<file path="config.mk">
export PLATFORM = sky130hd
export DESIGN_NAME = montlift_32
export DESIGN_NICKNAME = d
export VERILOG_FILES = /design/src/rtl/bu_pkg.sv /design/src/rtl/moddbl_32.sv /design/src/rtl/montlift_32.sv
export SDC_FILE = /design/constraint.sdc
export NUM_CORES = 1
export LEC_CHECK = 0
export ABC_CLOCK_PERIOD_IN_PS = 4950
export CORE_MARGIN = 2
export CORE_UTILIZATION = 55
export CTS_BUF_LIST = sky130_fd_sc_hd__clkbuf_8
export DETAILED_ROUTE_END_ITERATION = 7
export GPL_ROUTABILITY_DRIVEN = 0
export MAX_ROUTING_LAYER = met4
export PLACE_DENSITY = 0.78
export SYNTH_ARGS = -nofsm -noshare
export SYNTH_HDL_FRONTEND = slang
export SYNTH_SLANG_ARGS = --single-unit
</file>
<file path="constraint.sdc">
create_clock -name clk -period 4.95 [get_ports clk]
set_input_delay 0.495 -clock clk [delete_from_list [all_inputs] [get_ports clk]]
set_output_delay 0.495 -clock clk [all_outputs]
set_load 0.005 [all_outputs]
</file>
<file path="src/rtl/bu_pkg.sv">
// Shared definitions for the Montgomery lift / reduction datapath:
// word width, modulus widths, FSM state encoding and modulus construction.
package bu_pkg;

    localparam int W_WORD   = 13;
    localparam int QH_WIDTH = 19;
    localparam int Q_WIDTH  = 32;

    typedef enum logic [1:0] {
        IDLE  = 2'd0,
        PREP  = 2'd1,
        SHIFT = 2'd2,
        DONE  = 2'd3
    } state_t;

    // The low word of q is fixed to 1, so only the high part is transported.
    function automatic logic [Q_WIDTH-1:0] make_q(input logic [QH_WIDTH-1:0] qh);
        return {qh, 13'd1};
    endfunction

endpackage

</file>
<file path="src/rtl/moddbl_32.sv">
// Combinational modular doubling (or plain conditional subtract when sub_only
// is set). Works at Q_WIDTH+1 bits so the doubled value is never truncated.
module moddbl_32
    import bu_pkg::*;
(
    input  logic [Q_WIDTH-1:0] x,
    input  logic [Q_WIDTH-1:0] q,
    input  logic               sub_only,
    output logic [Q_WIDTH-1:0] r
);

    logic [Q_WIDTH:0] y_s;
    logic [Q_WIDTH:0] q_ext_s;
    logic [Q_WIDTH:0] diff_s;

    // One conditional subtraction; caller guarantees y < 2q.
    always_comb begin
        y_s     = {1'b0, x};
        q_ext_s = {1'b0, q};
        if (sub_only) begin
            y_s = {1'b0, x};
        end else begin
            y_s = {x, 1'b0};
        end
        diff_s = y_s - q_ext_s;
        if (y_s >= q_ext_s) begin
            r = diff_s[Q_WIDTH-1:0];
        end else begin
            r = y_s[Q_WIDTH-1:0];
        end
    end

endmodule

</file>
<file path="src/rtl/montlift_32.sv">
// Serial Montgomery-domain entry converter: T = A * 2^(13*L_ROUNDS) mod q,
// computed by one reduction step followed by N modular doublings.
module montlift_32
    import bu_pkg::*;
#(
    parameter int L_ROUNDS = 2,
    parameter int Q_WIDTH  = 32
) (
    input  logic                clk,
    input  logic                rst,
    input  logic [18:0]         qH,
    input  logic                in_valid,
    output logic                in_ready,
    input  logic [Q_WIDTH-1:0]  A,
    output logic                out_valid,
    input  logic                out_ready,
    output logic [Q_WIDTH-1:0]  T,
    output logic                busy
);

    localparam int N_DBL = W_WORD * L_ROUNDS;
    localparam int CNT_W = (N_DBL == 0) ? 1 : $clog2(N_DBL + 1);

    state_t             state_q, state_d;
    logic [Q_WIDTH-1:0] x_q, x_d;
    logic [Q_WIDTH-1:0] q_reg_q, q_reg_d;
    logic [CNT_W-1:0]   cnt_q, cnt_d;
    logic [Q_WIDTH-1:0] t_q, t_d;
    logic               out_valid_q, out_valid_d;
    logic               busy_q, busy_d;
    logic               in_ready_q, in_ready_d;
    logic [Q_WIDTH-1:0] mod_r_s;
    logic               sub_only_s;

    assign sub_only_s = (state_q == PREP);

    moddbl_32 u_dbl (
        .x        (x_q),
        .q        (q_reg_q),
        .sub_only (sub_only_s),
        .r        (mod_r_s)
    );

    // Next-state, datapath and registered-output computation.
    always_comb begin
        state_d     = state_q;
        x_d         = x_q;
        q_reg_d     = q_reg_q;
        cnt_d       = cnt_q;
        t_d         = t_q;
        case (state_q)
            IDLE: begin
                if (in_valid && in_ready_q) begin
                    x_d     = A;
                    q_reg_d = make_q(qH);
                    state_d = PREP;
                end else begin
                    state_d = IDLE;
                end
            end
            PREP: begin
                // A < 2^32 < 2q, so a single subtract lands in [0, q-1].
                x_d   = mod_r_s;
                cnt_d = CNT_W'(N_DBL);
                if (N_DBL == 0) begin
                    state_d = DONE;
                end else begin
                    state_d = SHIFT;
                end
            end
            SHIFT: begin
                x_d   = mod_r_s;
                cnt_d = cnt_q - CNT_W'(1);
                if (cnt_q == CNT_W'(1)) begin
                    state_d = DONE;
                end else begin
                    state_d = SHIFT;
                end
            end
            DONE: begin
                if (out_ready) begin
                    state_d = IDLE;
                end else begin
                    state_d = DONE;
                end
            end
            default: begin
                state_d = IDLE;
            end
        endcase

        // T is captured once on entry to DONE and held until the next result.
        if ((state_d == DONE) && (state_q != DONE)) begin
            t_d = x_d;
        end else begin
            t_d = t_q;
        end
        out_valid_d = (state_d == DONE);
        busy_d      = (state_d != IDLE);
        in_ready_d  = (state_d == IDLE);
    end

    // State and output registers with synchronous active-low reset.
    always_ff @(posedge clk) begin
        if (!rst) begin
            state_q     <= IDLE;
            x_q         <= '0;
            q_reg_q     <= '0;
            cnt_q       <= '0;
            t_q         <= '0;
            out_valid_q <= 1'b0;
            busy_q      <= 1'b0;
            in_ready_q  <= 1'b1;
        end else begin
            state_q     <= state_d;
            x_q         <= x_d;
            q_reg_q     <= q_reg_d;
            cnt_q       <= cnt_d;
            t_q         <= t_d;
            out_valid_q <= out_valid_d;
            busy_q      <= busy_d;
            in_ready_q  <= in_ready_d;
        end
    end

    assign out_valid = out_valid_q;
    assign T         = t_q;
    assign busy      = busy_q;
    assign in_ready  = in_ready_q;

endmodule

</file>
Yosys cells after proc, flatten, opt, wreduce, memory -nomap -nowiden
Index checks and enable logic that the tools add are counted.
{"block": "classes", "n_addsub": 2, "magnitude_cmp": 1, "eq_ne": 6, "mux": 9, "n_reduce_logical": 8}
{"op": "32-bit 2-to-1 mux", "count": 2}
{"op": "32-bit case mux with 2 select lines", "count": 1}
{"op": "33-bit by 32-bit greater-or-equal comparator with 1-bit output", "count": 1}
{"op": "33-bit 2-to-1 mux", "count": 1}
{"op": "32-bit subtractor", "count": 1}
{"op": "5-bit case mux with 2 select lines", "count": 1}
{"op": "2-bit case mux with 4 select lines", "count": 1}
{"op": "2-bit == test, second input constant", "count": 3}
{"op": "5-bit by 1-bit == test with 1-bit output, second input constant", "count": 1}
{"op": "5-bit by 1-bit subtractor with 5-bit output, second input constant", "count": 1}
{"op": "2-bit zero test", "count": 2}
{"op": "2-bit nonzero test", "count": 2}
{"op": "2-bit by 1-bit == test with 1-bit output, second input constant", "count": 1}
{"op": "1-bit logical AND", "count": 2}
{"op": "1-bit 2-to-1 mux", "count": 2}
{"op": "2-bit 2-to-1 mux", "count": 1}
{"op": "2-bit != test, second input constant", "count": 1}
{"op": "2-bit AND reduction", "count": 1}
{"op": "2-bit OR reduction", "count": 1}
{"block": "totals", "reg_bits": 94, "output_inout_bits": 35}

Logic depth before layout (Yosys ltp)
Gate-level depths: netlist of the first run.
{"block": "logic_depth", "word_depth": 5, "depth_mapped": 19, "mapped_depth_nobuf": 13}

By module
A second synthesis of the first run with hierarchy kept.
{"block": "unflattened", "hier_cells": 812, "area_unflattened_um2": 6770.2}
{"module": "montlift_32", "n_inst": 1, "cells_per_inst": 441, "area_per_inst_um2": 4187.8, "seq_area_each_um2": 1881.8}
{"module": "moddbl_32", "n_inst": 1, "cells_per_inst": 371, "area_per_inst_um2": 2582.5, "seq_area_each_um2": 0.0}

Worst setup path before layout of the first run
OpenSTA, ideal clock, no wires.
{"block": "synth_path", "path_kind": "reg2reg", "start": "register state_q[1]", "end": "register t_q[10], in the netlist T[10]", "arrival_ns": 4.165, "slack_ns": 0.656, "path_stages_with_launch": 17, "n_path_buf": 4, "period_less_slack_ns": 4.294, "path_cell_list": "dfxtp_1 -> inv_1 -> ha_1 -> buf_2 -> clkbuf_1 -> clkbuf_1 -> mux2_2 -> ha_1 -> clkbuf_1 -> nand2_1 -> o21ai_0 -> a31oi_4 -> o31a_4 -> and2_1 -> or4_1 -> a31oi_1 -> a21oi_1"}
{"block": "synth_via", "elab_chain_len": 5, "elab_cells_between_ends": 14, "cone_classes": "1 x add/sub; 1 x order compare; 5 x eq/ne; 4 x mux; 3 x reduce/logical"}
{"item": "start, declared", "line": "montlift_32.sv:24", "text": "state_t state_q, state_d;"}
{"item": "start signal, assigned", "line": "montlift_32.sv:115", "text": "state_q <= state_d;"}
{"item": "2-bit by 1-bit == test with 1-bit output", "line": "montlift_32.sv:35, montlift_32.sv:51"}
{"item": "33-bit 2-to-1 mux", "line": "moddbl_32.sv:20", "text": "if (sub_only) begin"}
{"item": "32-bit subtractor / 33-bit by 32-bit greater-or-equal comparator with 1-bit output (equally long branches)", "line": "moddbl_32.sv:25, moddbl_32.sv:26"}
{"item": "32-bit 2-to-1 mux", "line": "moddbl_32.sv:26", "text": "if (y_s >= q_ext_s) begin"}
{"item": "32-bit case mux with 2 select lines", "line": "montlift_32.sv:51", "text": "case (state_q)"}
{"item": "end signal, assigned", "line": "montlift_32.sv:119", "text": "t_q <= t_d;"}
{"item": "end, declared", "line": "montlift_32.sv:28", "text": "logic [Q_WIDTH-1:0] t_q, t_d;"}
Several ways; a longest one is shown, not always the timed one.
A chain may end at the register's enable or synchronous reset.

Worst setup path in the final report of the first run
Same ends and word-level chain as after synthesis.

==> results of run 1 <==
[worst max-delay path, delay by kind of cell, from the launching register on]
family          cells  cell delay [ps]
compound gates      4              670
fa+ha+maj           2              960
buf+inv             3              700
flops               1              370
mux                 1              400
simple gates        4             1140
[cell families after synthesis]
logic type / Yosys count / synth area share, %
and+or+nand+nor: 228 / 17.9
AOI/OAI and AO/OA: 278 / 30.0
adders and majority gates: 29 / 6.02
DFF: 94 / 31.2
xor gates and xnor gates: 21 / 3.05
buffers and inverters: 88 / 5.73
muxes: 33 / 6.14
[stage by stage]
| step | power [W] | instance area [um2] | setup WS (ps) |
|---|---|---|---|
| final | 0.00547 | 7130 | 568 |
| after floorplan | 0.00395 | 6030 | 656 |
| after detailed placement | 0.00488 | 6950 | 652 |
| after global placement | 0.00480 | 6950 | 749 |
| after global routing | 0.00585 | 7130 | 272 |
| after CTS | 0.00537 | 7130 | 622 |
[layer usage]
metal | wire length [um] | vias to the layer above | part of all wire (%) | global-route usage, %
met5 | 0 | - | 0 | -
met4 | 614 | 0 | 3.4 | 15.2
met3 | 1530 | 45 | 8.5 | 6.04
met2 | 7950 | 294 | 44 | 48.3
met1 | 7830 | 2820 | 44 | 41.9
li1 | - | 2902 | - | -
[power by group through the flow]
stage / Combinational [W] / Sequential (W) / Clock [W]
2_1_floorplan: 0.00287 / 0.00108 / 0
3_3_place_gp: 0.00367 / 0.00113 / 0
3_5_place_dp: 0.00374 / 0.00113 / 0
4_1_cts: 0.00376 / 0.00112 / 0.000486
5_1_grt: 0.00418 / 0.00115 / 0.000515
6_report: 0.00386 / 0.00113 / 0.000478
[area by class of cell]
class                      count  area, um2
multi-input combinational    589       3800
clock buffer                  12        165
timing repair buffer          99        966
fill                         958       3620
inverter                      34        128
clock inverter                 2       8.76
sequential                    94       1880
tap                          140        175
[cell usage in the layout (no fill, tap or decap), drive strengths merged, types with 4 or more instances in the layout]
master / instances
ha: 29
mux2i: 7
nor3: 14
a31oi: 14
o221ai: 4
clkdlybuf4s50: 89
a22o: 6
o21bai: 4
and3: 7
o31a: 6
a21oi: 89
o21ba: 6
buf: 10
a21o: 6
a221oi: 4
nand4: 6
o211ai: 5
nand3: 13
o21a: 10
and2: 11
nand2: 86
a222oi: 4
xor2: 8
a211oi: 5
xnor2: 13
dfxtp: 94
inv: 34
nor2: 53
nor2b: 11
mux2: 26
o31ai: 8
a22oi: 16
nand2b: 9
clkbuf: 12
o21ai: 64
a21boi: 6
nor4: 4
[registers in the layout, summed over array words and instances (netlist names)]
name and flops:
T 32, busy 1, cnt_q 5, in_ready 1
out_valid 1, q_reg_q 20, state_q 2, x_q 32
[worst max path at each step]
stage / start / end / slack, ps / cells past startpoint
global placement: state_q[1] / T[10] / 750 / 14
CTS: state_q[1] / T[10] / 620 / 14
finish: state_q[1] / T[10] / 570 / 14
detailed placement: state_q[1] / T[10] / 650 / 14
global route: state_q[1] / T[10] / 270 / 14
floorplan: state_q[1] / T[10] / 660 / 16
[synth_stat cells, types with 5 or more instances]
master,instances,area share (%)
sky130_fd_sc_hd__dfxtp_1,94,31
sky130_fd_sc_hd__a21oi_1,88,7.3
sky130_fd_sc_hd__nand2_1,85,5.3
sky130_fd_sc_hd__o21ai_0,63,5.2
sky130_fd_sc_hd__nor2_1,53,3.3
sky130_fd_sc_hd__clkbuf_1,49,3.0
sky130_fd_sc_hd__inv_1,33,2.1
sky130_fd_sc_hd__ha_1,29,6.0
sky130_fd_sc_hd__mux2_2,24,4.5
sky130_fd_sc_hd__a22oi_1,16,2.0
sky130_fd_sc_hd__nor3_1,14,1.2
sky130_fd_sc_hd__a31oi_1,13,1.3
sky130_fd_sc_hd__nand3_1,13,1.1
sky130_fd_sc_hd__xnor2_1,13,1.9
sky130_fd_sc_hd__and2_1,11,1.1
sky130_fd_sc_hd__nor2b_1,11,1.1
sky130_fd_sc_hd__o21a_1,10,1.2
sky130_fd_sc_hd__nand2b_1,9,0.93
sky130_fd_sc_hd__o31ai_1,8,1.0
sky130_fd_sc_hd__xor2_1,8,1.2
sky130_fd_sc_hd__and3_1,7,0.73
sky130_fd_sc_hd__mux2i_1,7,1.2
sky130_fd_sc_hd__a21boi_0,6,0.75
sky130_fd_sc_hd__a21o_1,6,0.75
sky130_fd_sc_hd__a22o_1,6,0.87
sky130_fd_sc_hd__nand4_1,6,0.62
sky130_fd_sc_hd__o21ba_2,6,1.0
sky130_fd_sc_hd__a211oi_1,5,0.62
sky130_fd_sc_hd__o211ai_1,5,0.62
sky130_fd_sc_hd__o31a_1,5,0.73
==> results by group, run 1 <==
Min path
  • Hold Path Depth: 2
  • Worst min-delay path class: reg2reg
  • Endpoint of the worst hold-timing path: T[24]
  • Critical hold path startpoint: T[24]

Routing
  • Detailed Route WL: 17.9 mm
  • Number of DRC violations after detailed-routing iteration 0: 529
  • Number of search-and-repair iterations in the first detailed-routing pass: 5
  • Post-route DRC: 0
  • Drt wl/cell: 18.5 um
  • Vias after detailed routing: 6061
  • Post-route antenna net violation count: 0
  • Mean number of vias per cell: between 6 and 7

Setup path
  • Maximum fanout count along the critical path: 30
  • Required time of the worst setup path: 5220 ps
  • Arrival time at the worst endpoint: 4650 ps
  • Number of cells traversed by the worst register-to-register path: 14
  • Reg-to-Reg Start: state_q[1]
  • Critical Path, Cell by Cell: inv_1, ha_1, buf_4, mux2_2, ha_1, nand3_1, nor4_1, a41o_1, o21bai_2, and2_1, buf_4, or4_1, a31oi_1, a21oi_1
  • Critical path type: reg2reg
  • End of the worst register-to-register path: T[10]
  • Critical path capture point type: register
  • Delay of the slowest cell on the worst path: roughly 550 ps
  • Launching element type of the critical path: register
  • Worst-path cell with the longest stage delay: sky130_fd_sc_hd__ha_1
  • Setup slack on the worst flop-to-flop path: 570 ps

CTS
  • Number of buffers inserted during clock tree synthesis: 9
  • Maximum number of buffers from clock root to sink: 2
  • Post-CTS setup-driven buffer insertion count: 0
  • Maximum level of the CTS H-tree: 3
  • Clock network latency to the later pin of the worst-skew pair: 390 ps
  • Clock Tree Root: sky130_fd_sc_hd__clkbuf_8
  • Clock tree from TritonCTS: yes
  • Clk pin slew, worst setup/hold paths: 80 ps
  • Clk sinks: 94
  • Cts hold-fix bufs: 0
  • Post-CTS Resized: 0

STA
  • Worst hold-check slack: 455 ps
  • Setup Total Neg Slack: 0 ps
  • Unrepaired setup endpoints after global routing: no
  • Portion of the clock cycle consumed by the worst path in the final layout: 88.5%
  • Final max-slew violation count: 0
  • Final setup viols: 0
  • Max Clock Skew: a little over 10 ps
  • Transition time at the pin with the least slew margin: 1160 ps
  • Max-slew headroom: between 20 and 25%
  • Total count of hold-check failures in the final report: 0
  • Min Clock Period, post-route: 4380 ps
  • Peak clock frequency supported by timing: 228 MHz

Layout
  • Layout cells sized above 1: 8.07%
  • Antenna Cells: 0
  • Area overhead of the layout relative to synthesis: 18.2%
  • Non-Filler Instances: 970
  • NumNets Final: 911
  • Final design utilization: 66.3%

Synthesis
  • Proportion of synthesized flip-flops having asynchronous set or reset: 0%
  • Top flip-flop cell by instance count after synthesis: sky130_fd_sc_hd__dfxtp_1
  • Post-synth EDFFs: 0
  • Netlist area before placement: ~6000 um2
  • Number of distinct library cell variants in the gate-level netlist after synthesis: 69
  • Sequential area share after synthesis: 31.2%
  • Number of warnings reported in the yosys synthesis log: 0
  • Post-Synthesis Cells: 771
  • Avg Synthesized Cell Area: 7.82 um2
  • Synth Register Bits: 94
  • Post-synth net total: 855

Placed design
  • IO buf count: 89
  • Number of placed instances with taps included: about 960
  • Post-DP HPWL: 13.3 mm

Floorplanning
  • Die height: roughly 110 um
  • Initial cell density of the core: a little under three fifths
  • I/O Pins: 90
  • Std cell rows: 38
  • Die Span X: 109 um
  • Core outline area: between 10000 and 15000 um2
  • Area of the die: 11800 um2

Pwr
  • Switching share of power: 49.8%
  • Maximum VDD drop: about 0.38 mV
  • Power density relative to cell area: 767 nW/um2
  • Internal: 0.00274 W
  • Sequential group share of total power: between 20% and 30%
  • Reported net switching power: 0.00272 W
  • Proportion of power drawn by the clock network: under 10%
  • Leakage: roughly 2.8 nW
  • Combinational group share of total power: 70.5%

Outcome
  • Result of the run: finished, final reports clean

GRT
  • Grt total ovfl: 0
  • Largest net degree at the start of global routing: 44
  • Number of global-route vias before repair: between 5000 and 6000
  • Total track usage: 32.2%
  • Number of antenna violations at the first check in global routing: 0
  • First-pass GRT wire length: about 29 mm

Flow run
  • Max capacitance violation total: 0
Note: power is estimated with default switching activity, not from simulation.
==> run 2: changes to the inputs <==
CAP_MARGIN = 5   (was unset)
GPL_TIMING_DRIVEN = 0   (was unset)
==> results by group, run 2 (same netlist as run 1, synthesis figures left out) <==
Outcome
  • Result of the run: finished, final reports clean (unchanged)

Layout
  • Antenna Cells: 0 (unchanged)
  • Final instance area: 7310 um2 (was 7130 um2)
  • FILL cells: 934 (was 958)
  • Area overhead of the layout relative to synthesis: 21.2% (was 18.2%)
  • Commonest cells after routing, fill and taps aside: 94 x sky130_fd_sc_hd__dfxtp_1, 89 x sky130_fd_sc_hd__clkdlybuf4s50_1, 88 x sky130_fd_sc_hd__a21oi_1, 85 x sky130_fd_sc_hd__nand2_1, 62 x sky130_fd_sc_hd__o21ai_0 (was 94 x sky130_fd_sc_hd__dfxtp_1, 89 x sky130_fd_sc_hd__clkdlybuf4s50_1, 88 x sky130_fd_sc_hd__a21oi_1, 85 x sky130_fd_sc_hd__nand2_1, 63 x sky130_fd_sc_hd__o21ai_0)
  • Leading cell type in the layout, fill and taps excluded: sky130_fd_sc_hd__dfxtp_1 (unchanged)
  • Final design utilization: 68.0% (was 66.3%)
  • NumNets Final: 954 (was 911)
  • Layout cells sized above 1: 7.89% (was 8.07%)

Floorplanning
  • Area of the die: 11800 um2 (unchanged)
  • Core outline area: 10700 um2 (unchanged)
  • I/O Pins: 90 (unchanged)
  • Std cell rows: 38 (unchanged)
  • Die Span X: 109 um (unchanged)
  • Die height: 109 um (unchanged)
  • Initial cell density of the core: 56.1% (unchanged)

Min path
  • Hold Path Depth: 2 (unchanged)
  • Critical hold path startpoint: q_reg_q[16] (was T[24])
  • Endpoint of the worst hold-timing path: q_reg_q[16] (was T[24])
  • Worst min-delay path class: reg2reg (unchanged)

GRT
  • Total track usage: 35.6% (was 32.2%)
  • Number of global-route vias before repair: 6056 (was 5750)
  • Grt total ovfl: 0 (unchanged)
  • First-pass GRT wire length: 31.2 mm (was 28.6 mm)
  • Largest net degree at the start of global routing: 20 (was 44)
  • Number of antenna violations at the first check in global routing: 0 (unchanged)

Pwr
  • Maximum VDD drop: 0.378 mV (was 0.383 mV)
  • Power density relative to cell area: 785 nW/um2 (was 767 nW/um2)
  • Leakage: 2.79 nW (was 2.75 nW)

CTS
  • Clock Tree Root: sky130_fd_sc_hd__clkbuf_8 (unchanged)
  • Clk pin slew, worst setup/hold paths: 100 ps (was 80 ps)
  • Number of buffers inserted during clock tree synthesis: 9 (unchanged)
  • Maximum number of buffers from clock root to sink: 2 (unchanged)
  • Clk sinks: 94 (unchanged)
  • Post-CTS setup-driven buffer insertion count: 0 (unchanged)
  • Clock tree from TritonCTS: yes (unchanged)
  • Maximum level of the CTS H-tree: 3 (unchanged)
  • Cts hold-fix bufs: 0 (unchanged)
  • Clock network latency to the later pin of the worst-skew pair: 380 ps (was 390 ps)

Setup path
  • Arrival time at the worst endpoint: 4990 ps (was 4650 ps)
  • Reg-to-Reg Start: state_q[1] (unchanged)
  • End of the worst register-to-register path: T[10] (unchanged)
  • Setup slack on the worst flop-to-flop path: 220 ps (was 570 ps)
  • Critical path type: reg2reg (unchanged)
  • Maximum fanout count along the critical path: 19 (was 30)
  • Launching element type of the critical path: register (unchanged)
  • Number of cells traversed by the worst register-to-register path: 16 (was 14)
  • Required time of the worst setup path: 5210 ps (was 5220 ps)
  • Critical path capture point type: register (unchanged)

STA
  • Total count of hold-check failures in the final report: 0 (unchanged)
  • Portion of the clock cycle consumed by the worst path in the final layout: 95.5% (was 88.5%)
  • Max-slew headroom: 40.9% (was 22.4%)
  • Worst hold-check slack: 458 ps (was 455 ps)
  • Transition time at the pin with the least slew margin: 887 ps (was 1160 ps)
  • Min Clock Period, post-route: 4730 ps (was 4380 ps)
  • Final setup viols: 0 (unchanged)
  • Max Clock Skew: 7.60 ps (was 10.2 ps)
  • Final max-slew violation count: 0 (unchanged)
  • Setup Total Neg Slack: 0 ps (unchanged)
  • Unrepaired setup endpoints after global routing: no (unchanged)
  • Peak clock frequency supported by timing: 211 MHz (was 228 MHz)

Routing
  • Number of DRC violations after detailed-routing iteration 0: 940 (was 529)
  • Drt wl/cell: 19.8 um (was 18.5 um)
  • Post-route DRC: 0 (unchanged)
  • Detailed Route WL: 20.1 mm (was 17.9 mm)
  • Mean number of vias per cell: 6.43 (was 6.25)
  • Post-route antenna net violation count: 0 (unchanged)
  • Number of search-and-repair iterations in the first detailed-routing pass: 7 (was 5)
  • Vias after detailed routing: 6523 (was 6061)

Flow run
  • Max capacitance violation total: 0 (unchanged)

Placed design
  • Instance area after placement: 7100 um2 (was 6950 um2)
  • Post-DP HPWL: 15.2 mm (was 13.3 mm)
  • IO buf count: 89 (unchanged)
## run 2: cell count changes in the layout (fill, tap and decap cells not counted), sizes merged
cell / delta
clkinvlp: +2
clkbuf: +49
buf: -6
## run 2: power breakdown
| group | leakage (nW) | switching [W] | internal [W] |
|---|---|---|---|
| Combinational | 1.93 | 0.00247 | 0.00163 |
| Sequential | 0.769 | 0.000184 | 0.000945 |
| Clock | 0.0950 | 0.000288 | 0.000225 |
## run 2: layout make-up
type / count / area [um2] / share of cell area, %
tap: 140 / 175 / 2.40
multi-input combinational: 589 / 3820 / 52.2
clock buffer: 12 / 165 / 2.26
timing repair buffer: 89 / 891 / 12.2
clock inverter: 4 / 28.8 / 0.394
sequential: 94 / 1880 / 25.8
buffer: 53 / 220 / 3.01
inverter: 34 / 128 / 1.75
## run 2: critical path: stages (launching register included)
cell and delay (ps):
sky130_fd_sc_hd__dfxtp_1 380, sky130_fd_sc_hd__inv_1 140, sky130_fd_sc_hd__ha_1 270, sky130_fd_sc_hd__clkbuf_4 310
sky130_fd_sc_hd__clkbuf_2 330, sky130_fd_sc_hd__mux2_2 410, sky130_fd_sc_hd__ha_1 290, sky130_fd_sc_hd__clkbuf_1 260
sky130_fd_sc_hd__nand2_1 90, sky130_fd_sc_hd__o21ai_0 340, sky130_fd_sc_hd__a21oi_1 120, sky130_fd_sc_hd__nor3_1 340
sky130_fd_sc_hd__o21bai_4 170, sky130_fd_sc_hd__and2_1 180, sky130_fd_sc_hd__or4_1 530, sky130_fd_sc_hd__a31oi_2 320
sky130_fd_sc_hd__a21oi_1 100
## run 2: metal layers
layer | global-route usage [%] | vias up | wire, um | share of wire [%]
li1 | - | 2995 | - | -
met1 | 45.9 | 3007 | 8080 | 40
met2 | 51.6 | 435 | 8580 | 43
met3 | 9.26 | 86 | 2420 | 12
met4 | 17.8 | 0 | 1020 | 5.1
met5 | - | - | 0 | 0
## run 2: how the worst max path moves through the flow
stage,cells after the start,to,start,slack [ps]
finish,16,T[10],state_q[1],220
global route,16,T[10],state_q[1],40
CTS,18,T[12],state_q[1],260
detailed placement,17,T[12],state_q[1],-390
floorplan,16,T[10],state_q[1],660
global placement,17,T[12],state_q[1],-260
## run 2: through the flow
step / total power, W / worst slack, ps / std cells
detailed placement: 0.00502 / -385 / 1000
global placement: 0.00494 / -255 / 1000
floorplan: 0.00395 / 656 / 771
global route: 0.00606 / 36.7 / 1015
CTS: 0.00555 / 264 / 1015
finish: 0.00573 / 221 / 1015
## run 2: repair_timing
item                       4_1_cts  5_1_grt
setup endpoints to repair       47       10
gates resized for setup          4        3
cloned                           0        0
